**src/rtl/alu_pkg.sv**
```systemverilog
// Shared definitions for the ALU issue path: opcode map, default width, request layout.
// Latency: n/a (types and constants only).
// Backpressure: n/a.
package alu_pkg;

    localparam int DEF_DATA_W = 8;
    localparam int DEF_TAG_W  = 4;

    localparam logic [1:0] OP_ADD = 2'b00;
    localparam logic [1:0] OP_SUB = 2'b01;
    localparam logic [1:0] OP_AND = 2'b10;
    localparam logic [1:0] OP_OR  = 2'b11;

    // Request layout at the default widths; parameterised users declare a
    // matching local struct with the same field order.
    typedef struct packed {
        logic [DEF_DATA_W-1:0] a;
        logic [DEF_DATA_W-1:0] b;
        logic [1:0]            opcode;
        logic [DEF_TAG_W-1:0]  tag;
    } alu_req_t;

endpackage

```
**src/rtl/sync_fifo.sv**
```systemverilog
// Generic synchronous FIFO with occupancy count.
// Latency: a pushed entry is visible on rdata the edge after the push.
// Backpressure: push ignored when full, pop ignored when empty.
// Ports: clk/reset, push/wdata in, pop in, rdata (head, combinational), full, empty, count.
module sync_fifo #(
    parameter int WIDTH = 8,
    parameter int DEPTH = 4
) (
    input  logic                     clk,
    input  logic                     reset,
    input  logic                     push,
    input  logic [WIDTH-1:0]         wdata,
    input  logic                     pop,
    output logic [WIDTH-1:0]         rdata,
    output logic                     full,
    output logic                     empty,
    output logic [$clog2(DEPTH):0]   count
);

    localparam int PTR_W = $clog2(DEPTH);
    localparam int CNT_W = PTR_W + 1;

    logic [WIDTH-1:0] mem [DEPTH];
    logic [PTR_W-1:0] wr_ptr;
    logic [PTR_W-1:0] rd_ptr;
    logic             do_push;
    logic             do_pop;

    assign full    = (count == CNT_W'(DEPTH));
    assign empty   = (count == '0);
    assign do_push = push && !full;
    assign do_pop  = pop && !empty;
    assign rdata   = mem[rd_ptr];

    // Storage needs no reset: pointers decide what is valid.
    always_ff @(posedge clk) begin
        if (do_push) begin
            mem[wr_ptr] <= wdata;
        end
    end

    // DEPTH is a power of two, so pointer wrap is the natural overflow.
    always_ff @(posedge clk) begin
        if (reset) begin
            wr_ptr <= '0;
            rd_ptr <= '0;
            count  <= '0;
        end else begin
            if (do_push) begin
                wr_ptr <= wr_ptr + PTR_W'(1);
            end
            if (do_pop) begin
                rd_ptr <= rd_ptr + PTR_W'(1);
            end
            case ({do_push, do_pop})
                2'b10:   count <= count + CNT_W'(1);
                2'b01:   count <= count - CNT_W'(1);
                default: count <= count;
            endcase
        end
    end

endmodule

```
**src/rtl/alu_issue_queue.sv**
```systemverilog
// Buffers ALU requests and issues one per cycle to a stall-free pipelined ALU, tagging results.
// Latency: accept -> alu_* 1 edge (min); alu_* -> res_valid ALU_LATENCY edges.
// Backpressure: in_ready drops only when the FIFO is full; result side has none.
// Ports: clk/reset; in_valid/in_ready/in_a/in_b/in_opcode request side;
//        alu_a/alu_b/alu_opcode to ALU, alu_result from ALU;
//        res_valid/res_data/res_tag result stream; inflight, empty status.
module alu_issue_queue
    import alu_pkg::*;
#(
    parameter int DATA_W      = DEF_DATA_W,
    parameter int DEPTH       = 4,
    parameter int ALU_LATENCY = 2,
    parameter int TAG_W       = DEF_TAG_W
) (
    input  logic                               clk,
    input  logic                               reset,
    input  logic                               in_valid,
    output logic                               in_ready,
    input  logic [DATA_W-1:0]                  in_a,
    input  logic [DATA_W-1:0]                  in_b,
    input  logic [1:0]                         in_opcode,
    output logic [DATA_W-1:0]                  alu_a,
    output logic [DATA_W-1:0]                  alu_b,
    output logic [1:0]                         alu_opcode,
    input  logic [DATA_W-1:0]                  alu_result,
    output logic                               res_valid,
    output logic [DATA_W-1:0]                  res_data,
    output logic [TAG_W-1:0]                   res_tag,
    output logic [$clog2(ALU_LATENCY+1)-1:0]   inflight,
    output logic                               empty
);

    localparam int INF_W = $clog2(ALU_LATENCY + 1);

    typedef struct packed {
        logic [DATA_W-1:0] a;
        logic [DATA_W-1:0] b;
        logic [1:0]        opcode;
        logic [TAG_W-1:0]  tag;
    } req_t;

    typedef struct packed {
        logic             vld;
        logic [TAG_W-1:0] tag;
    } slot_t;

    req_t                  wr_req;
    req_t                  head;
    logic                  fifo_full;
    logic                  fifo_empty;
    logic [$clog2(DEPTH):0] fifo_count;
    logic                  accept;
    logic                  issue;
    logic [TAG_W-1:0]      tag_ctr;

    // issue_q travels alongside alu_* (the op the ALU is sampling now);
    // line_q[i] is the op whose result is i+1 edges further down the ALU.
    slot_t                 issue_q;
    slot_t                 line_q [ALU_LATENCY];

    assign in_ready = !fifo_full;
    assign accept   = in_valid && in_ready;
    assign issue    = !fifo_empty;
    assign empty    = fifo_empty;

    assign wr_req = '{a: in_a, b: in_b, opcode: in_opcode, tag: tag_ctr};

    sync_fifo #(
        .WIDTH ($bits(req_t)),
        .DEPTH (DEPTH)
    ) u_fifo (
        .clk   (clk),
        .reset (reset),
        .push  (accept),
        .wdata (wr_req),
        .pop   (issue),
        .rdata (head),
        .full  (fifo_full),
        .empty (fifo_empty),
        .count (fifo_count)
    );

    always_ff @(posedge clk) begin
        if (reset) begin
            tag_ctr    <= '0;
            alu_a      <= '0;
            alu_b      <= '0;
            alu_opcode <= '0;
            issue_q    <= '0;
            for (int i = 0; i < ALU_LATENCY; i++) begin
                line_q[i] <= '0;
            end
        end else begin
            if (accept) begin
                tag_ctr <= tag_ctr + TAG_W'(1);
            end
            // On a bubble alu_* and the slot tag hold; the cleared valid bit
            // is what keeps the stale ALU output from being reported.
            issue_q.vld <= issue;
            if (issue) begin
                alu_a       <= head.a;
                alu_b       <= head.b;
                alu_opcode  <= head.opcode;
                issue_q.tag <= head.tag;
            end
            line_q[0] <= issue_q;
            for (int i = 1; i < ALU_LATENCY; i++) begin
                line_q[i] <= line_q[i-1];
            end
        end
    end

    assign res_valid = line_q[ALU_LATENCY-1].vld;
    assign res_tag   = line_q[ALU_LATENCY-1].tag;
    assign res_data  = alu_result;

    // Ops issued whose result is not yet on the output: the slot at alu_*
    // plus every line stage ahead of the output stage.
    always_comb begin
        inflight = INF_W'(issue_q.vld);
        for (int i = 0; i < ALU_LATENCY - 1; i++) begin
            inflight = inflight + INF_W'(line_q[i].vld);
        end
    end

    // fifo_count is kept for debug visibility; occupancy decisions use full/empty.
    logic unused_count;
    assign unused_count = ^fifo_count;

endmodule

```
**config.mk**
```make
export PLATFORM = sky130hd
export DESIGN_NAME = alu_issue_queue
export DESIGN_NICKNAME = d
export VERILOG_FILES = /design/src/rtl/alu_pkg.sv /design/src/rtl/sync_fifo.sv /design/src/rtl/alu_issue_queue.sv
export SDC_FILE = /design/constraint.sdc
export NUM_CORES = 1
export LEC_CHECK = 0
export BUFFER_PORTS_ARGS = -buffer_cell sky130_fd_sc_hd__buf_4
export CAP_MARGIN = 40
export CORE_UTILIZATION = 50
export DETAILED_ROUTE_END_ITERATION = 8
export PLACE_DENSITY = 0.77
export SYNTH_ARGS = -nofsm -noshare
export SYNTH_HDL_FRONTEND = slang
export SYNTH_SLANG_ARGS = --single-unit
```
**constraint.sdc**
```tcl
create_clock -name clk -period 4.3 [get_ports clk]
set_clock_uncertainty 0.1 [all_clocks]
set_input_delay 0.86 -clock clk [delete_from_list [all_inputs] [get_ports clk]]
set_output_delay 0.86 -clock clk [all_outputs]
set_load 0.02 [all_outputs]
```
## After elaboration in Yosys (flattened, before gate mapping)

Memory sizes are Yosys's and may differ from the RTL's. A register that Yosys moved wholly into a read port is not among the register bits.
Cells that the tools add are included.

| word-level totals | value |
|---|---|
| register bits | 12 |
| latch bits | 0 |
| bits in writable memories | 98 |
| ROM bits | 0 |
| input port bits | 29 |
| output and inout port bits | 35 |
| word-level logic and storage cells | 33 |
| memories | 2 |

Memories:

| name | depth | bits a word | rd ports | clocked after Yosys merged registers in | write ports | RTL line | text |
|---|---|---|---|---|---|---|---|
| u_fifo.mem | 4 | 22 | 1 | 1 | 1 | sync_fifo.sv:23 | `logic [WIDTH-1:0] mem [DEPTH];` |
| line_q | 2 | 5 | 2 | 0 | 2 | alu_issue_queue.sv:59 | `slot_t line_q [ALU_LATENCY];` |

| cells by class | value |
|---|---|
| add/subtract/negate cells | 6 |
| $mul | 0 |
| div/mod/pow operators | 0 |
| $lt $le $gt $ge | 0 |
| equality and inequality tests | 3 |
| shift-type cells | 0 |
| multiplexer cells | 8 |
| bitwise logic cells | 2 |
| reduce and logical (&&, ||, !) cells | 7 |

Operators with widths:

| kind | count |
|---|---|
| two-way mux 5 bit | 2 |
| one-hot mux 3 bit (2 select lines) | 1 |
| two-way mux 1 bit | 5 |
| adder 2 x 1 -> 2 bit, second input constant | 2 |
| adder 4 x 1 -> 4 bit, second input constant | 1 |
| adder 3 x 1 -> 3 bit, second input constant | 1 |
| == test 3 bit, second input constant | 1 |
| logical NOT 1 bit | 3 |
| logical NOT 3 bit | 1 |
| subtractor 3 x 1 -> 3 bit, second input constant | 1 |
| adder 1 x 1 -> 2 bit | 1 |
| == test 2 x 1 -> 1 bit, second input constant | 1 |
| == test 2 bit, second input constant | 1 |
| logical AND 1 bit | 2 |
| bitwise OR 1 bit | 2 |
| nonzero test 2 bit | 1 |

## Logic depth before layout (Yosys ltp)

Gate-level depths: netlist of run 1.

| depth | value |
|---|---|
| word-level depth | 6 |
| depth in mapped cells | 7 |
| depth with buffers taken out | 6 |

## By module

Synthesis of run 1 repeated with hierarchy kept, for this count alone.

| unflattened totals | value |
|---|---|
| cell total of the unflattened synthesis | 295 |
| area total of the unflattened synthesis | 5,031.1 µm² |

By module, submodules not included:

| module | instances | cells each | area each (µm²) | seq. area each (µm²) |
|---|---|---|---|---|
| sync_fifo | 1 | 168 | 3,654.8 | 2,822.7 |
| alu_issue_queue | 1 | 127 | 1,376.3 | 740.7 |

## Worst setup path after synthesis of run 1

OpenSTA, ideal clock, no wires.

| timing path | value |
|---|---|
| kind | in2reg |
| start point | input port in_valid |
| end point | memory u_fifo.mem[3][0] (netlist bit), enable pin |
| setup time | 381 ps |
| arrival | 1,740 ps |
| data required time | 3,819 ps |
| path slack | 2,080 ps |
| stages on the path | 2 |
| path buffers | 1 |
| path through | clkbuf_1 > and3_1 |

| on the way | value |
|---|---|
| longest elaborated chain between the ends | 4 |

RTL lines:

| item | RTL line | text |
|---|---|---|
| start, declared | alu_issue_queue.sv:17 | `input logic in_valid,` |
| logical AND 1 bit | alu_issue_queue.sv:62 | `assign accept = in_valid && in_ready;` |
| logical AND 1 bit | sync_fifo.sv:31 | `assign do_push = push && !full;` |
| two-way mux 1 bit | sync_fifo.sv:37 | `if (do_push) begin` |
| two-way mux 1 bit (not written as such) | sync_fifo.sv:38 | `mem[wr_ptr] <= wdata;` |
| end, declared | sync_fifo.sv:23 |  |

No other way between the ends.

## Final worst setup path of run 1

| timing path | value |
|---|---|
| start point | register u_fifo.count[0] |
| end point | output port empty |

| on the way | value |
|---|---|
| longest elaborated chain between the ends | 1 |

RTL lines:

| item | RTL line | text |
|---|---|---|
| start, declared | sync_fifo.sv:17 | `output logic [$clog2(DEPTH):0] count` |
| start signal, assigned | sync_fifo.sv:56 | `2'b10: count <= count + CNT_W'(1);` |
| start signal, assigned | sync_fifo.sv:57 | `2'b01: count <= count - CNT_W'(1);` |
| start signal, assigned | sync_fifo.sv:58 | `default: count <= count;` |
| logical NOT 3 bit | sync_fifo.sv:30 | `assign empty = (count == '0);` |
| end, declared | alu_issue_queue.sv:30 | `output logic empty` |

No other way between the ends.

==> reports/qor.yml, run 1 <==
outcome:
  status: "complete, no violations"
yosys:
  ys_dominant_reg_cell: "edfxtp_1"
  yosys-top-cells-area: "edfxtp_1 53%, dfxtp_1 18%, mux4_2 9.0%"
  syn_area_per_cell_sq_um: 16.2
  ys_seq_area_share_pct: 70.8
  syn_nets: 344
  synth_simple_gate_area_share_pct: 6.61
  yosys.area_share.adder_pct: 1.91
  synth-xor-area-share_pct: 0.352
  ys_seq_elements: 132
  async_flop_share_pct: 0
  synth_compound_area_share_pct: 5.20
  synth_top_area_share_pct: 53.1
  syn_inst: 308
  synth_area_sq_um: 4980
  synth_cell_types: 36
  synth_top_family_by_area: "multiplexers"
  yosys-mux-area-fraction_pct: 10.6
  synth_top_cell_by_area: "edfxtp_1"
  synth-edff-count: 88
  yosys_warnings: 0
min_path:
  holdPathEnd: "line_q[0][8]"
  worstHoldPathCells: 1
  min_from: "line_q[0][3]"
  hold_path.class: "register to register"
placement:
  dp.cells: 467
  io_buffers: 47
  hpwl_um: 5320
  post-place-ws_ps: 1900
  gp_congestion: 0.699
layout:
  stdcell_count: 499
  syn_to_final_growth_pct: 19.5
  drive_above_1_share_pct: 31.4
  final_net_count: 389
  mostFrequentLayoutCell: "edfxtp_1"
  final_cell_mix: "88 x edfxtp_1, 47 x buf_4, 43 x dfxtp_1"
  n_antenna_cell: 0
die:
  core-area_sq_um: 9730
  row_count: 36
  initial_core_util_pct: 51.2
  die_w_um: 102
  io_pins: 64
  die_y_um: 102
  dieArea_sq_um: 10400
clock_tree:
  cts_tree: "yes"
  root_buffer: "clkbuf_8"
  cts_sinks: 132
  post_cts_buffers: 0
  clockBufferDepth: 2
  cts.hold.buffers_added: 0
  cts_resized: 0
  htreeDepth: 4
  clk_pin_slew_ps: 60
  clock_latency_ps: 520
  cts_made_buffers: 17
global_routing:
  antenna_found_initial: 0
  grt_usage_pct: 19.8
  grt_first_pass_wirelength_um: 14300
  grt-ovfl-total: 0
  grt_pass1_vias: 2739
  grt_start_max_net_pins: 43
drt:
  wl_per_cell_um: 18.0
  final_antenna_net_count: 0
  finalWirelength_um: 8970
  vias: 2665
  drt_iter0_drc: 158
  drc_errors: 0
  viasPerCell: 5.34
  first_pass_iters: 4
setup_path:
  path_cells: "or3_4 > inv_4 > buf_4"
  critPathMaxStageDelay_ps: 570
  path_buf_inv: 2
  cp_data_arrival_time_ps: 1990
  slowest_stage: "or3_4"
  cp_max_fo: 25
  reg2reg_to: "u_fifo.mem[0][13]"
  reg2reg_from: "u_fifo.count[2]"
  ff2ff_setup_slack_ps: 2190
  crit_path_start_kind: "register"
  worst_ep_required_time_ps: 3340
  endpoint_kind: "output port"
  cp_top_family: "simple AND/OR/NAND/NOR gates"
  path_class: "register to output port"
  r2r_cells: 4
power:
  leakagePower_uw: 0.00214
  irDropWorstVdd_v: 0.000441
  powerDensity_nw_per_um2: 675
sta:
  min_period_ps: 2950
  fin_crit_sh_pct: 68.6
  hold_ws_ps: 332
  timing.fmax_mhz: 339
  slew_headroom_pct: 44.8
  worst_pin_slew_ps: 828
  rsz0062_at_grt: "false"
  setup_viol: 0
  setup_tns_ps: 0
  drv_slew: 0
  setup_ws_ps: 1350
  finalHoldViolations: 0
flow_run:
  maxCapViolCount: 0
[worst register-to-register path: stages (launching register included)]
cell and delay (ps):
dfxtp_1 410, nor3b_2 470, inv_2 170, and3_1 450, buf_8 260
[metrics by stage]
stage | util, % | total power [uW] | instance area [sq um]
6_report | 61.1 | 4020 | 5950
5_1_grt | 61.1 | 4200 | 5950
4_1_cts | 61.1 | 4060 | 5950
3_5_place_dp | 55.4 | 2700 | 5390
3_3_place_gp | 54.5 | 2640 | 5300
2_1_floorplan | - | 2430 | 4980
[cells by family after synthesis]
kind of cell	Yosys count
compound gates	40
fa+ha+maj	7
flops	132
mux	24
xor+xnor	2
simple gates	69
buf+inv	34
[where the power goes]
part	internal (uW)	leakage, uW	switching [uW]
clock	821	0.000262	524
sequential	1570	0.00117	154
combinational	439	0.000704	507
total	2830	0.00214	1180
[cells in the mapped netlist, drive strengths merged (2+ instances only)]
master / count
mux4: 22
nor2: 6
buf: 23
a22o: 4
o21ai: 8
dfxtp: 44
nand3: 5
or3: 2
mux2: 2
inv: 8
nor3b: 2
a21oi: 24
edfxtp: 88
clkbuf: 3
nand2: 37
and3: 4
ha: 6
nor2b: 12
[routing by layer]
layer | GRT usage [%] | up-vias | routed length, um
li1 | - | 1223 | -
met1 | 23.4 | 1366 | 3760
met2 | 33.6 | 66 | 4690
met3 | 5.45 | 10 | 410
met4 | 9.03 | 0 | 108
met5 | 0 | - | 0
[worst max-delay path by stage]
stage | start | to | depth (start not counted)
floorplan | in_valid | u_fifo.mem[3][0] | 2
global placement | in_valid | u_fifo.mem[0][20] | 2
detailed placement | u_fifo.count[0] | empty | 3
CTS | u_fifo.count[0] | empty | 3
global route | u_fifo.count[0] | empty | 3
finish | u_fifo.count[0] | empty | 3
[state kept, by name (all words and copies together) (netlist names)]
name / flops
u_fifo.mem: 88
line_q: 10
alu_a: 8
alu_b: 8
issue_q: 5
tag_ctr: 4
u_fifo.count: 3
alu_opcode: 2
u_fifo.rd_ptr: 2
u_fifo.wr_ptr: 2
[final cells by class]
cell class | instances | area, sq um
flip-flops and latches | 132 | 3520
inverters | 8 | 32.5
multi-input cells | 142 | 1230
clock buffers | 19 | 422
fillers | 735 | 3780
repair buffers | 52 | 440
well taps | 133 | 166
clock inverters | 13 | 135
Power figures use the tool's default switching activity.
==> inputs of run 2 (changes only) <==
clock period = 2.75 ns   (was 4.3 ns; I/O delays follow)
==> run 2 against run 1 <==
Effect of this change:
- total power rose by 62%
- sequential cell count did not move
- worst hold slack got worse by 200 ps
- clock-buffer cell count fell by 1
- register-to-register slack got worse by 1500 ps
- die area did not move
- first-iteration DRC count fell by 0.63%
- cell count rose by 0.40%
- highest routed layer unchanged
==> reports/qor.yml, run 2 (synthesis results as in run 1) <==
outcome:
  status: "complete, no violations"
setup_path:
  cp_data_arrival_time_ps: 1820
  reg2reg_from: "u_fifo.count[0]"
  critPathMaxStageDelay_ps: 550
  slowest_stage: "or3_4"
  cp_top_family: "simple AND/OR/NAND/NOR gates"
  reg2reg_to: "u_fifo.count[1]"
  worstSetupStartpoint: "u_fifo.count[0]"
  ff2ff_setup_slack_ps: 700
  r2r_cells: 6
  worst-path-stages: 3
  path_class: "register to output port"
  worst_ep_required_time_ps: 2100
  endpoint_kind: "output port"
  cp_max_fo: 21
  crit_end: "empty"
  path_buf_inv: 2
  path_cells: "or3_4 > inv_4 > buf_4"
  crit_path_start_kind: "register"
clock_tree:
  cts.hold.buffers_added: 0
  clockBufferDepth: 2
  cts_made_buffers: 17
  post_cts_buffers: 0
  clock_latency_ps: 510
  htreeDepth: 4
  clk_pin_slew_ps: 60
  cts_resized: 0
  cts_tree: "yes"
  cts_sinks: 132
  root_buffer: "clkbuf_8"
drt:
  vias: 2636
  wl_per_cell_um: 17.0
  finalWirelength_um: 8530
  wl_met3_um: 376
  dr_wl_met2_um: 4420
  drt-met1-wl_um: 3600
  final_antenna_net_count: 0
  top_layer_used: "met4"
  first_pass_iters: 4
  viasPerCell: 5.26
  drt_iter0_drc: 157
  drc_errors: 0
die:
  row_count: 36
  io_pins: 64
  initial_core_util_pct: 51.2
  dieArea_sq_um: 10400
  die_w_um: 102
  core-area_sq_um: 9730
  die_y_um: 102
sta:
  hold_ws_ps: 137
  setup_tns_ps: 0
  drv_slew: 0
  rsz0062_at_grt: "false"
  setup_ws_ps: 278
  worst_pin_slew_ps: 512
  slew_headroom_pct: 65.9
  finalHoldViolations: 0
  min_period_ps: 2470
  timing.fmax_mhz: 405
  fin_crit_sh_pct: 89.9
  setup_viol: 0
layout:
  n_antenna_cell: 0
  drive_above_1_share_pct: 32.1
  top_register: "u_fifo.mem"
  n_fill_cell: 716
  reg.largest.list: "u_fifo.mem: 88 flops, line_q: 10 flops"
  final_cell_mix: "88 x edfxtp_1, 54 x buf_4, 43 x dfxtp_1"
  final_net_count: 391
  mostFrequentLayoutCell: "edfxtp_1"
  stdcell_count: 501
  largest_register_ffs: 88
  syn_to_final_growth_pct: 20.0
placement:
  dp.cells: 469
  hpwl_um: 5140
  io_buffers: 47
  gp_congestion: 0.718
  post-place-ws_ps: 733
global_routing:
  grt_first_pass_wirelength_um: 13400
  grt-ovfl-total: 0
  grt_pass1_vias: 2656
  antenna_found_initial: 0
  grt_usage_pct: 18.6
  grt_start_max_net_pins: 43
power:
  powerDensity_nw_per_um2: 1090
  leakagePower_uw: 0.00217
  irDropWorstVdd_v: 0.000793
flow_run:
  maxCapViolCount: 0
min_path:
  hold_path.class: "primary input to register"
-- run 2: final cells by class --
| cell class | count | area [sq um] | area share, % |
|---|---|---|---|
| clock buffers | 18 | 418 | 6.99 |
| inverters | 8 | 32.5 | 0.545 |
| well taps | 133 | 166 | 2.79 |
| clock inverters | 14 | 201 | 3.37 |
| multi-input cells | 142 | 1230 | 20.5 |
| flip-flops and latches | 132 | 3520 | 59.0 |
| repair buffers | 54 | 405 | 6.79 |
-- run 2: power by group --
part	total [uW]	switching (uW)	internal, uW
Combinational	1520	837	681
Clock	2330	847	1490
Sequential	2650	191	2460
-- run 2: worst reg2reg max path, stage by stage (launching register included) --
cell and delay (ps):
dfxtp_1 380, or3_4 550, nand2_1 120, fa_1 430, a21oi_1 150, nor2_1 60
nor3b_1 170
-- run 2: worst min-delay path by stage --
stage / cells after the start / to / start
2_1_floorplan: 1 / line_q[0][5] / line_q[0][0]
3_3_place_gp: 1 / line_q[0][7] / line_q[0][2]
3_5_place_dp: 1 / line_q[0][5] / line_q[0][0]
4_1_cts: 1 / u_fifo.mem[2][7] / in_b[1]
5_1_grt: 1 / u_fifo.mem[2][5] / in_opcode[1]
6_report: 1 / u_fifo.mem[2][7] / in_b[1]
-- run 2: stage by stage --
step           cell area [sq um]  util, %  total power (uW)
2_1_floorplan               4980        -              3790
3_3_place_gp                5360     55.0              4160
3_5_place_dp                5360     55.0              4220
4_1_cts                     5970     61.4              6570
5_1_grt                     5970     61.4              6800
6_report                    5970     61.4              6500
-- run 2: per-layer routing --
layer  up-vias  GRT usage (%)
li1       1229              -
met1      1318           21.9
met2        74           31.1
met3        15           5.80
met4         0           9.03
met5         -              0
==> inputs of run 3 (changes only) <==
CAP_MARGIN = 15   (was 40)
CELL_PAD_IN_SITES_DETAIL_PLACEMENT = 0   (was unset)
CELL_PAD_IN_SITES_GLOBAL_PLACEMENT = 1   (was unset)
CORE_UTILIZATION = 48   (was 50)
PLACE_DENSITY = 0.85   (was 0.77)
==> run 3 against run 2 <==
Effect of this change:
- clock power rose by 3%
- sequential cell count did not move
- die area grew 4.1%
- critical endpoint unchanged
- largest cell class unchanged
==> reports/qor.yml, run 3 (synthesis results as in run 1) <==
outcome:
  status: "complete, no violations"
clock_tree:
  clock_latency_ps: 520
  cts_sinks: 132
  cts_made_buffers: 17
  cts_resized: 0
  root_buffer: "clkbuf_8"
  cts_tree: "yes"
  post_cts_buffers: 0
  clockBufferDepth: 2
  htreeDepth: 4
  clk_pin_slew_ps: 60
  cts.hold.buffers_added: 0
drt:
  drc_errors: 0
  viasPerCell: 5.25
  wl_per_cell_um: 16.9
  first_pass_iters: 4
  drt_iter0_drc: 162
  vias: 2637
  final_antenna_net_count: 0
  finalWirelength_um: 8470
power:
  irDropWorstVdd_v: 0.000667
  powerDensity_nw_per_um2: 1100
  leakagePower_uw: 0.00219
sta:
  min_period_ps: 2490
  setup_viol: 0
  rsz0062_at_grt: "false"
  timing.fmax_mhz: 402
  setup_tns_ps: 0
  hold_ws_ps: 131
  slew_headroom_pct: 55.5
  drv_slew: 0
  fin_crit_sh_pct: 90.5
  worst_pin_slew_ps: 668
  finalHoldViolations: 0
setup_path:
  crit_path_start_kind: "register"
  cp_max_fo: 21
  cp_data_arrival_time_ps: 1840
  endpoint_kind: "output port"
  worst_ep_required_time_ps: 2100
  path_class: "register to output port"
  ff2ff_setup_slack_ps: 660
die:
  die_w_um: 104
  row_count: 36
  dieArea_sq_um: 10800
  io_pins: 64
  initial_core_util_pct: 50.2
  die_y_um: 104
  core-area_sq_um: 9910
layout:
  finalInstanceArea_sq_um: 6010
  syn_to_final_growth_pct: 20.8
  top_register: "u_fifo.mem"
  drive_above_1_share_pct: 32.5
  n_antenna_cell: 0
  final_cell_mix: "88 x edfxtp_1, 54 x buf_4, 43 x dfxtp_1"
  n_fill_cell: 748
  final_net_count: 392
  mostFrequentLayoutCell: "edfxtp_1"
  largest_register_ffs: 88
  reg.largest.list: "u_fifo.mem: 88 flops, line_q: 10 flops"
flow_run:
  maxCapViolCount: 0
global_routing:
  grt_first_pass_wirelength_um: 13600
  grt_usage_pct: 17.1
  grt_start_max_net_pins: 43
  grt-ovfl-total: 0
  grt_pass1_vias: 2621
  antenna_found_initial: 0
placement:
  hpwl_um: 4990
  io_buffers: 47
  gp_congestion: 0.701
  dpl-instance-area_sq_um: 5380
min_path:
  hold_path.class: "primary input to register"
run 3: path summary, 6_finish.rpt:
path                   start           endpoint  cells past startpoint
max          u_fifo.count[0]              empty                      3
min                  in_a[6]  u_fifo.mem[3][20]                      1
max reg2reg  u_fifo.count[0]  u_fifo.mem[3][15]                      4
min reg2reg     line_q[0][3]       line_q[0][8]                      1
run 3: power breakdown:
part           internal, uW  switching (uW)  total (uW)
Sequential             2460             198        2650
Clock                  1590             809        2400
Combinational           705             828        1530
run 3: final cells by class:
class	count	area, sq um	area share [%]
inverters	8	32.5	0.541
clock inverters	13	206	3.43
well taps	133	166	2.77
clock buffers	19	432	7.18
repair buffers	55	425	7.07
flip-flops and latches	132	3520	58.6
multi-input cells	142	1230	20.4
run 3: critical path, cell delays in order (launching register included):
cell	delay [ps]
dfxtp_1	390
or3_4	560
inv_4	200
buf_4	170
run 3: metal layers:
layer  GRT usage [%]  vias to the layer above  wire [um]
met5               0                        -          0
met4            8.37                        0         97
met2            26.9                       67       4120
met3            4.72                       10        444
li1                -                     1242          -
met1            21.8                     1318       3810
run 3: per-stage QoR:
stage | setup slack, ps | cells | power (uW) | utilization (%)
final | 260 | 502 | 6590 | 60.7
after CTS | 242 | 502 | 6650 | 60.7
after detailed placement | 619 | 470 | 4230 | 54.2
after floorplan | 799 | 308 | 3790 | -
after global placement | 713 | 470 | 4190 | 54.2
after global routing | 184 | 502 | 6880 | 60.7
